===== src/rtl/mem_access_responder.sv =====
// ----------------------------------------------------------------------------
// mem_access_responder
//
// Responder side of the MEM-stage load/store handshake. Accepts one request
// while idle, drives a synchronous word-wide data RAM (byte enables, lane-
// replicated write data), waits out the RAM read latency, and returns a
// single-cycle resp_valid pulse. The pulse carries either the aligned and
// extended load data or an alignment error. All outputs are registered.
//
// Ports
//   clk, reset      : clock, asynchronous active-high reset
//   req_valid       : request strobe from the MEM stage
//   req_ready       : high only while idle; accept = req_valid && req_ready
//   req_wren        : 1 = store, 0 = load
//   req_size        : 0 = byte, 1 = half, 2/3 = word
//   req_signed      : loads only, 1 = sign-extend, 0 = zero-extend
//   req_addr        : byte address (bits above RAM_AW+1 are ignored)
//   req_wdata       : right-aligned store data
//   resp_valid      : one-cycle completion pulse
//   resp_rdata      : load result, 0 for stores and errors, held until next
//   resp_err        : misaligned access, held until next response
//   ram_addr        : RAM word index
//   ram_wdata       : lane-replicated store data
//   ram_we          : per-byte write enables
//   ram_rdata       : RAM read data, valid RAM_LATENCY cycles after ram_addr
// ----------------------------------------------------------------------------
module mem_access_responder #(
    parameter int ADDR_W      = 32,
    parameter int RAM_AW      = 14,
    parameter int RAM_LATENCY = 2
) (
    input  logic              clk,
    input  logic              reset,
    input  logic              req_valid,
    output logic              req_ready,
    input  logic              req_wren,
    input  logic [1:0]        req_size,
    input  logic              req_signed,
    input  logic [ADDR_W-1:0] req_addr,
    input  logic [31:0]       req_wdata,
    output logic              resp_valid,
    output logic [31:0]       resp_rdata,
    output logic              resp_err,
    output logic [RAM_AW-1:0] ram_addr,
    output logic [31:0]       ram_wdata,
    output logic [3:0]        ram_we,
    input  logic [31:0]       ram_rdata
);

    typedef enum logic [1:0] {
        IDLE      = 2'd0,
        WRITE     = 2'd1,
        READ_WAIT = 2'd2,
        RESP      = 2'd3
    } state_e;

    localparam logic [1:0] SZ_BYTE = 2'd0;
    localparam logic [1:0] SZ_HALF = 2'd1;

    localparam int                CNT_W    = (RAM_LATENCY > 1) ? $clog2(RAM_LATENCY) : 1;
    localparam logic [CNT_W-1:0]  CNT_INIT = CNT_W'(RAM_LATENCY - 1);

    state_e              state_q,      state_d;
    logic [CNT_W-1:0]    cnt_q,        cnt_d;
    logic [1:0]          size_q,       size_d;
    logic                signed_q,     signed_d;
    logic [1:0]          lane_q,       lane_d;
    logic                req_ready_q,  req_ready_d;
    logic                resp_valid_q, resp_valid_d;
    logic [31:0]         resp_rdata_q, resp_rdata_d;
    logic                resp_err_q,   resp_err_d;
    logic [RAM_AW-1:0]   ram_addr_q,   ram_addr_d;
    logic [31:0]         ram_wdata_q,  ram_wdata_d;
    logic [3:0]          ram_we_q,     ram_we_d;

    // Upper address bits select nothing: the RAM index wraps modulo 2^RAM_AW.
    generate
        if (ADDR_W > RAM_AW + 2) begin : g_unused_addr
            logic unused_addr_hi;
            assign unused_addr_hi = ^req_addr[ADDR_W-1:RAM_AW+2];
        end
    endgenerate

    // Size 3 behaves exactly like a word access.
    function automatic logic misaligned(input logic [1:0] size, input logic [1:0] lsb);
        case (size)
            SZ_BYTE: misaligned = 1'b0;
            SZ_HALF: misaligned = lsb[0];
            default: misaligned = (lsb != 2'b00);
        endcase
    endfunction

    function automatic logic [3:0] store_we(input logic [1:0] size, input logic [1:0] lsb);
        case (size)
            SZ_BYTE: store_we = 4'(4'b0001 << lsb);
            SZ_HALF: store_we = 4'(4'b0011 << lsb);
            default: store_we = 4'b1111;
        endcase
    endfunction

    // Replicating the data across all lanes lets the byte enables alone pick
    // the destination bytes inside the RAM word.
    function automatic logic [31:0] store_data(input logic [1:0] size, input logic [31:0] wdata);
        case (size)
            SZ_BYTE: store_data = {4{wdata[7:0]}};
            SZ_HALF: store_data = {2{wdata[15:0]}};
            default: store_data = wdata;
        endcase
    endfunction

    function automatic logic [31:0] load_data(input logic [1:0]  size,
                                              input logic [1:0]  lsb,
                                              input logic        sgn,
                                              input logic [31:0] word);
        logic [7:0]  b;
        logic [15:0] h;
        b = word[{lsb, 3'b000} +: 8];
        h = lsb[1] ? word[31:16] : word[15:0];
        case (size)
            SZ_BYTE: load_data = {{24{sgn & b[7]}}, b};
            SZ_HALF: load_data = {{16{sgn & h[15]}}, h};
            default: load_data = word;
        endcase
    endfunction

    // NOTE: every variable gets its default before the case statement, so no
    // path through this block can leave a value unassigned and infer a latch.
    always_comb begin
        state_d      = state_q;
        cnt_d        = cnt_q;
        size_d       = size_q;
        signed_d     = signed_q;
        lane_d       = lane_q;
        resp_rdata_d = resp_rdata_q;
        resp_err_d   = resp_err_q;
        ram_addr_d   = ram_addr_q;
        ram_wdata_d  = ram_wdata_q;
        ram_we_d     = 4'b0000;

        case (state_q)
            IDLE: begin
                if (req_valid) begin
                    size_d   = req_size;
                    signed_d = req_signed;
                    lane_d   = req_addr[1:0];
                    if (misaligned(req_size, req_addr[1:0])) begin
                        // Error responses skip the RAM entirely.
                        state_d      = RESP;
                        resp_err_d   = 1'b1;
                        resp_rdata_d = 32'h0;
                    end else if (req_wren) begin
                        state_d     = WRITE;
                        ram_addr_d  = req_addr[RAM_AW+1:2];
                        ram_we_d    = store_we(req_size, req_addr[1:0]);
                        ram_wdata_d = store_data(req_size, req_wdata);
                    end else begin
                        state_d    = READ_WAIT;
                        ram_addr_d = req_addr[RAM_AW+1:2];
                        cnt_d      = CNT_INIT;
                    end
                end
            end

            WRITE: begin
                state_d      = RESP;
                resp_err_d   = 1'b0;
                resp_rdata_d = 32'h0;
            end

            READ_WAIT: begin
                // ram_addr has been stable since the first READ_WAIT cycle, so
                // the count reaching zero marks the cycle ram_rdata is valid.
                if (cnt_q == '0) begin
                    state_d      = RESP;
                    resp_err_d   = 1'b0;
                    resp_rdata_d = load_data(size_q, lane_q, signed_q, ram_rdata);
                end else begin
                    cnt_d = cnt_q - CNT_W'(1);
                end
            end

            RESP: begin
                state_d = IDLE;
            end

            default: begin
                state_d = IDLE;
            end
        endcase

        // Handshake flags follow the next state so they line up with it.
        req_ready_d  = (state_d == IDLE);
        resp_valid_d = (state_d == RESP);
    end

    // NOTE: sequential state uses non-blocking assignments so every register
    // samples the pre-edge values, independent of statement order.
    always_ff @(posedge clk or posedge reset) begin
        if (reset) begin
            state_q      <= IDLE;
            cnt_q        <= '0;
            size_q       <= 2'b00;
            signed_q     <= 1'b0;
            lane_q       <= 2'b00;
            req_ready_q  <= 1'b1;
            resp_valid_q <= 1'b0;
            resp_rdata_q <= 32'h0;
            resp_err_q   <= 1'b0;
            ram_addr_q   <= '0;
            ram_wdata_q  <= 32'h0;
            ram_we_q     <= 4'b0000;
        end else begin
            state_q      <= state_d;
            cnt_q        <= cnt_d;
            size_q       <= size_d;
            signed_q     <= signed_d;
            lane_q       <= lane_d;
            req_ready_q  <= req_ready_d;
            resp_valid_q <= resp_valid_d;
            resp_rdata_q <= resp_rdata_d;
            resp_err_q   <= resp_err_d;
            ram_addr_q   <= ram_addr_d;
            ram_wdata_q  <= ram_wdata_d;
            ram_we_q     <= ram_we_d;
        end
    end

    assign req_ready  = req_ready_q;
    assign resp_valid = resp_valid_q;
    assign resp_rdata = resp_rdata_q;
    assign resp_err   = resp_err_q;
    assign ram_addr   = ram_addr_q;
    assign ram_wdata  = ram_wdata_q;
    assign ram_we     = ram_we_q;

endmodule


===== config.mk =====
export PLATFORM = sky130hd
export DESIGN_NAME = mem_access_responder
export DESIGN_NICKNAME = d
export VERILOG_FILES = /design/src/rtl/mem_access_responder.sv
export SDC_FILE = /design/constraint.sdc
export NUM_CORES = 1
export LEC_CHECK = 0
export BUFFER_PORTS_ARGS = -buffer_cell sky130_fd_sc_hd__clkbuf_2
export CORE_UTILIZATION = 44
export DETAILED_ROUTE_END_ITERATION = 8
export HOLD_SLACK_MARGIN = 0.02
export PLACE_DENSITY = 0.81
export SYNTH_ARGS = -nofsm -noshare
export SYNTH_HDL_FRONTEND = slang
export SYNTH_SLANG_ARGS = --single-unit

===== constraint.sdc =====
create_clock -name clk -period 2.5 [get_ports clk]
set_input_delay 0.25 -clock clk [delete_from_list [all_inputs] [get_ports clk]]
set_output_delay 0.25 -clock clk [all_outputs]
set_load 0.05 [all_outputs]

**Word level (Yosys, flattened, before mapping)**

Cells that the tools add are included.

- Bits in writable memories: 0
- Output and inout bits: 85
- Latch bits: 0
- Logic and storage cells: 71
- Memory bits (read-only): 0
- Memories kept: 0
- Input port bits: 103
- Register bits after elaboration: 93

- Divide/modulo/power cells: 0
- $mul: 0
- Add/sub/neg operators: 1
- Shift-type cells: 3
- Bitwise operators: 3
- Reductions and logical operators: 12
- Mux-type cells: 29
- Equal/unequal tests: 11
- Order comparisons: 0

Operators with widths:

| cell | number |
|---|---|
| 32-bit case mux with 2 select lines | 2 |
| 32-bit 2-to-1 mux | 3 |
| 32-bit case mux with 3 select lines | 1 |
| 32-bit by 6-bit indexed part select with 8-bit output | 1 |
| 16-bit 2-to-1 mux | 1 |
| 4-bit 2-to-1 mux | 4 |
| 4-bit AND reduction | 3 |
| 2-bit inequality test (second input constant) | 5 |
| 1-bit 2-to-1 mux | 9 |
| 2-bit logical NOT | 4 |
| 2-bit 2-to-1 mux | 4 |
| 2-bit case mux with 4 select lines | 1 |
| 4-bit case mux with 2 select lines | 1 |
| 2-bit by 1-bit equality test with 1-bit output (second input constant) | 3 |
| 2-bit equality test (second input constant) | 3 |
| 1-bit case mux with 2 select lines | 2 |
| 2-bit nonzero test | 2 |
| 1-bit by 2-bit << shifter with 4-bit output (first input constant) | 1 |
| 2-bit by 2-bit << shifter with 4-bit output (first input constant) | 1 |
| 1-bit case mux with 3 select lines | 1 |
| 3-bit AND reduction | 1 |
| 3-bit nonzero test | 1 |
| 1-bit bitwise AND | 2 |
| 2-bit AND reduction | 1 |
| other kinds (2) | 2 |

**Longest topological paths before layout**

- Depth in word-level cells: 8
- Gate-level depth with buffers: 10
- Depth with buffers taken out: 6

**Worst setup path after synthesis**

No wires, ideal clock.

- Path type: register to register
- Start: register state_q[0]
- End: register ram_addr_q[0] (netlist: ram_addr[0])
- Library setup time: 125 ps
- Path slack: 627 ps
- Cell stages (with the launch flop): 9
- Required time: 2375 ps
- Period minus slack after synthesis: 1873 ps
- Arrival time: 1748 ps
- Path buffers: 3
- Cells stage by stage: dfrtp_1 > inv_1 > ha_1 > clkbuf_2 > and2_0 > buf_2 > nand3_2 > buf_2 > mux2_2

- Longest elaborated chain between the ends: 2

Ends and longest elaborated chain:

| item | line | text |
|---|---|---|
| start, declared | 63 | `state_e state_q, state_d;` |
| start signal, assigned | 213 | `state_q <= state_d;` |
| 2-bit logical NOT | 140 | `case (state_q)` |
| 3-bit AND reduction (no line) | - |  |
| end signal, assigned | 222 | `ram_addr_q <= ram_addr_d;` |
| end, declared | 72 | `logic [RAM_AW-1:0] ram_addr_q, ram_addr_d;` |

Every way passes these cells.
A chain may end at the register's enable or synchronous reset.

**Worst setup path in the final report**

- Start: register state_q[0]
- End: register ram_addr_q[7] (netlist: ram_addr[7])

The elaborated chain is that of the path after synthesis.

==> impl_metrics.py <==
metrics = {
    "run_status": {
        "outcome": "finished, final reports clean",
    },
    "timing": {
        "finalHoldViolations": 0,
        "fin_setup_tns_ps": 0,
        "relSlewSlack": 0.2474,
        "fin_crit_sh": 0.8800,
        "grt_setup_unrepaired": "no",
        "timing.fmax_mhz": 454.5,
        "finalCriticalPeriod_ps": 2200,
        "tightest_slew_ps": 1126,
        "slew_violations": 0,
        "setup_viol": 0,
        "clock_skew_ps": 11.60,
    },
    "pwr": {
        "p_sw_uw": 4690,
        "powerDensity_nw_per_um2": 1541,
        "cell_internal_pwr_uw": 4258,
        "p_sw_frac": 0.5241,
        "ir_worst_vdd_mv": 1.055,
        "pwr-share-clk": 0.140,
        "p_total_uw": 8948,
        "p_leak_uw": 0.002932,
        "power_frac_seq": 0.302,
        "p_comb_frac": 0.558,
    },
    "clocking": {
        "insertion_delay_ps": 370,
        "clockRootBuffer": "clkbuf_8",
        "postCtsSetupRepairBufs": 0,
        "clockBufferDepth": 2,
        "htreeDepth": 3,
        "clkTransAtPathRegs_ps": 90,
        "numCtsBuffers": 9,
        "clock-sinks": 93,
        "cts_tree": "built",
    },
    "logic_synthesis": {
        "synth_edf_count": 0,
        "syn_area_per_cell_um2": 10.67,
        "async_flop_share": 1.000,
        "synth_seq_cells": 93,
        "seq_area_frac_synth": 0.5089,
        "ys_warn_count": 0,
        "syn_nets": 536,
        "synthCells": 429,
        "synth.distinct_cells": 45,
        "yosys_most_used_dff": "dfrtp_1",
        "netlist_area_um2": 4576,
    },
    "cells_and_area": {
        "final_common_cell": "clkbuf_2",
        "areaGrowthSynthToFinish_pct": 26.88,
        "fin_cells": 727,
        "final_cell_mix": "clkbuf_2 (171), dfrtp_1 (92), nand2_1 (39)",
        "fin_nets": 696,
        "antenna_cells": 0,
        "layout-drive-gt1-share": 0.3956,
    },
    "global_route": {
        "grt_pass1_vias": 4007,
        "grt.total_usage": 0.2354,
        "grt_util_met1": 0.2936,
        "grt_pass1_wl_um": 20050,
        "grt_use_met2": 0.3857,
        "grt_busiest_layer": "met2",
        "use_met3": 0.06266,
        "antenna_found_initial": 0,
        "gr-total-overflow": 0,
        "grt_start_max_net_pins": 60,
    },
    "worst_setup_path": {
        "crit_path_end_kind": "flop",
        "critPathLaunch": "state_q[0]",
        "reg2reg_depth": 5,
        "r2r-start": "state_q[0]",
        "crit_path_start_kind": "flop",
        "critPathKind": "reg2reg",
        "worstPathRequired_ps": 2760,
        "r2r_setup_slack_ps": 300,
        "cp.arrival_ps": 2460,
        "rr_endpoint": "ram_addr[7]",
        "worstPathMaxFanout": 14,
    },
    "die": {
        "die_w_um": 104.0,
        "num_rows": 36,
        "core_um2": 9910,
        "io_pins": 188,
        "initial_core_util": 0.4617,
        "die-area_um2": 10810,
        "die_y_um": 104.0,
    },
    "routing": {
        "final_antenna_net_count": 0,
        "via_per_inst": 5.506,
        "vias": 4003,
        "wl_per_cell_um": 17.04,
        "detail_route.drc_violations": 0,
        "initialDrtViolationCount": 159,
        "drt_wl_total_um": 12390,
        "drtPass1Iterations": 4,
    },
    "worst_hold_path": {
        "hold_end": "ram_addr[9]",
        "min_delay_path_depth": 2,
        "min_from": "req_addr[11]",
        "holdCritPathClass": "in2reg",
    },
    "placement": {
        "place_hpwl_um": 9149,
        "dp.cells": 710,
        "globalplace.congestion": 0.8697,
        "io_buffers": 171,
    },
    "run": {
        "cap_violations": 0,
    },
}
Yosys cell counts (all sizes together), types with 2 or more instances:
| master | instances | area, um^2 |
|---|---|---|
| a31oi | 2 | 12.51 |
| or3 | 8 | 50.05 |
| a32o | 7 | 70.07 |
| nor2 | 20 | 77.58 |
| and3b | 7 | 61.31 |
| buf | 13 | 73.82 |
| o21a | 2 | 15.01 |
| o32ai | 7 | 61.31 |
| a22o | 2 | 17.52 |
| clkbuf | 17 | 67.56 |
| a21oi | 38 | 190.2 |
| inv | 15 | 56.30 |
| o221ai | 2 | 17.52 |
| o21ai | 30 | 150.1 |
| mux2 | 32 | 360.4 |
| or3b | 2 | 17.52 |
| nor4 | 2 | 12.51 |
| o211a | 2 | 20.02 |
| nand2b | 9 | 56.30 |
| o2bb2ai | 18 | 157.7 |
| nand2 | 39 | 146.4 |
| and2 | 4 | 25.03 |
| dfrtp | 92 | 2302 |
| mux2i | 27 | 270.3 |
| a211o | 7 | 61.31 |
| ha | 4 | 50.05 |
| nand3 | 10 | 60.06 |
cell families (layout without fill, tap and decap cells):
kind of cell | Yosys count | after routing | synth area share
AOI/OAI and AO/OA | 122 | 122 | 0.1810
adders and majority gates | 4 | 4 | 0.01094
buffers and inverters | 46 | 211 | 0.04402
DFF | 93 | 93 | 0.5089
muxes | 59 | 59 | 0.1378
and+or+nand+nor | 105 | 105 | 0.1173
worst max-delay path by stage:
| stage | end | slack, ps | cells after the start |
|---|---|---|---|
| CTS | ram_addr[7] | 290 | 5 |
| floorplan | ram_addr[0] | 630 | 8 |
| global route | ram_addr[11] | 70 | 5 |
| detailed placement | ram_addr[7] | 290 | 5 |
| finish | ram_addr[7] | 300 | 5 |
| global placement | ram_addr[11] | 400 | 5 |
repair_timing:
action / CTS / global route
hold buffers: 1 / 0
resized for setup: 0 / 0
setup endpoints to repair: 0 / 0
hold endpoints to repair: 16 / 0
critical path, stage by stage (launching register included):
cell	delay, ps
dfrtp_1	410
inv_1	120
ha_1	370
and2_0	430
nand3_2	370
mux2_2	390
power by group through the flow:
| stage | logic, uW | registers, uW | clock network (uW) |
|---|---|---|---|
| floorplan | 1830 | 4690 | 0 |
| global placement | 4900 | 2670 | 0 |
| detailed placement | 5000 | 2710 | 0 |
| CTS | 5000 | 2690 | 1280 |
| global route | 5290 | 2790 | 1330 |
| finish | 5000 | 2700 | 1250 |
routing by layer:
layer	vias to the layer above	wire length, um
li1	1865	-
met1	1925	5150
met2	197	5916
met3	16	1090
met4	0	233
met5	-	0
per-stage QoR:
step | util | worst slack [ps] | instance area, um^2 | hold WS (ps)
6_report | 0.5859 | 300.0 | 5806 | 112.7
5_1_grt | 0.5859 | 70.13 | 5806 | 94.34
4_1_cts | 0.5859 | 285.1 | 5806 | 99.23
3_5_place_dp | 0.5588 | 287.0 | 5538 | 272.7
3_3_place_gp | 0.5588 | 395.6 | 5538 | 274.2
2_1_floorplan | - | 627.0 | 4579 | 366.8
cell type report:
type,count,area (um^2)
Fill cell,875,4104
Sequential cell,93,2328
Multi-Input combinational cell,290,2046
Timing Repair Buffer,179,943.4
Tap cell,133,166.4
Clock buffer,11,151.4
Clock inverter,5,106.4
Inverter,16,63.81
registers in the layout (all words and copies together) (netlist names):
| name | count |
|---|---|
| cnt_q | 1 |
| lane_q | 2 |
| ram_addr | 14 |
| ram_wdata | 32 |
| ram_we | 4 |
| req_ready | 1 |
| resp_err | 1 |
| resp_rdata | 32 |
| resp_valid | 1 |
| signed_q | 1 |
| size_q | 2 |
| state_q | 2 |
(Power assumes the default switching activity.)
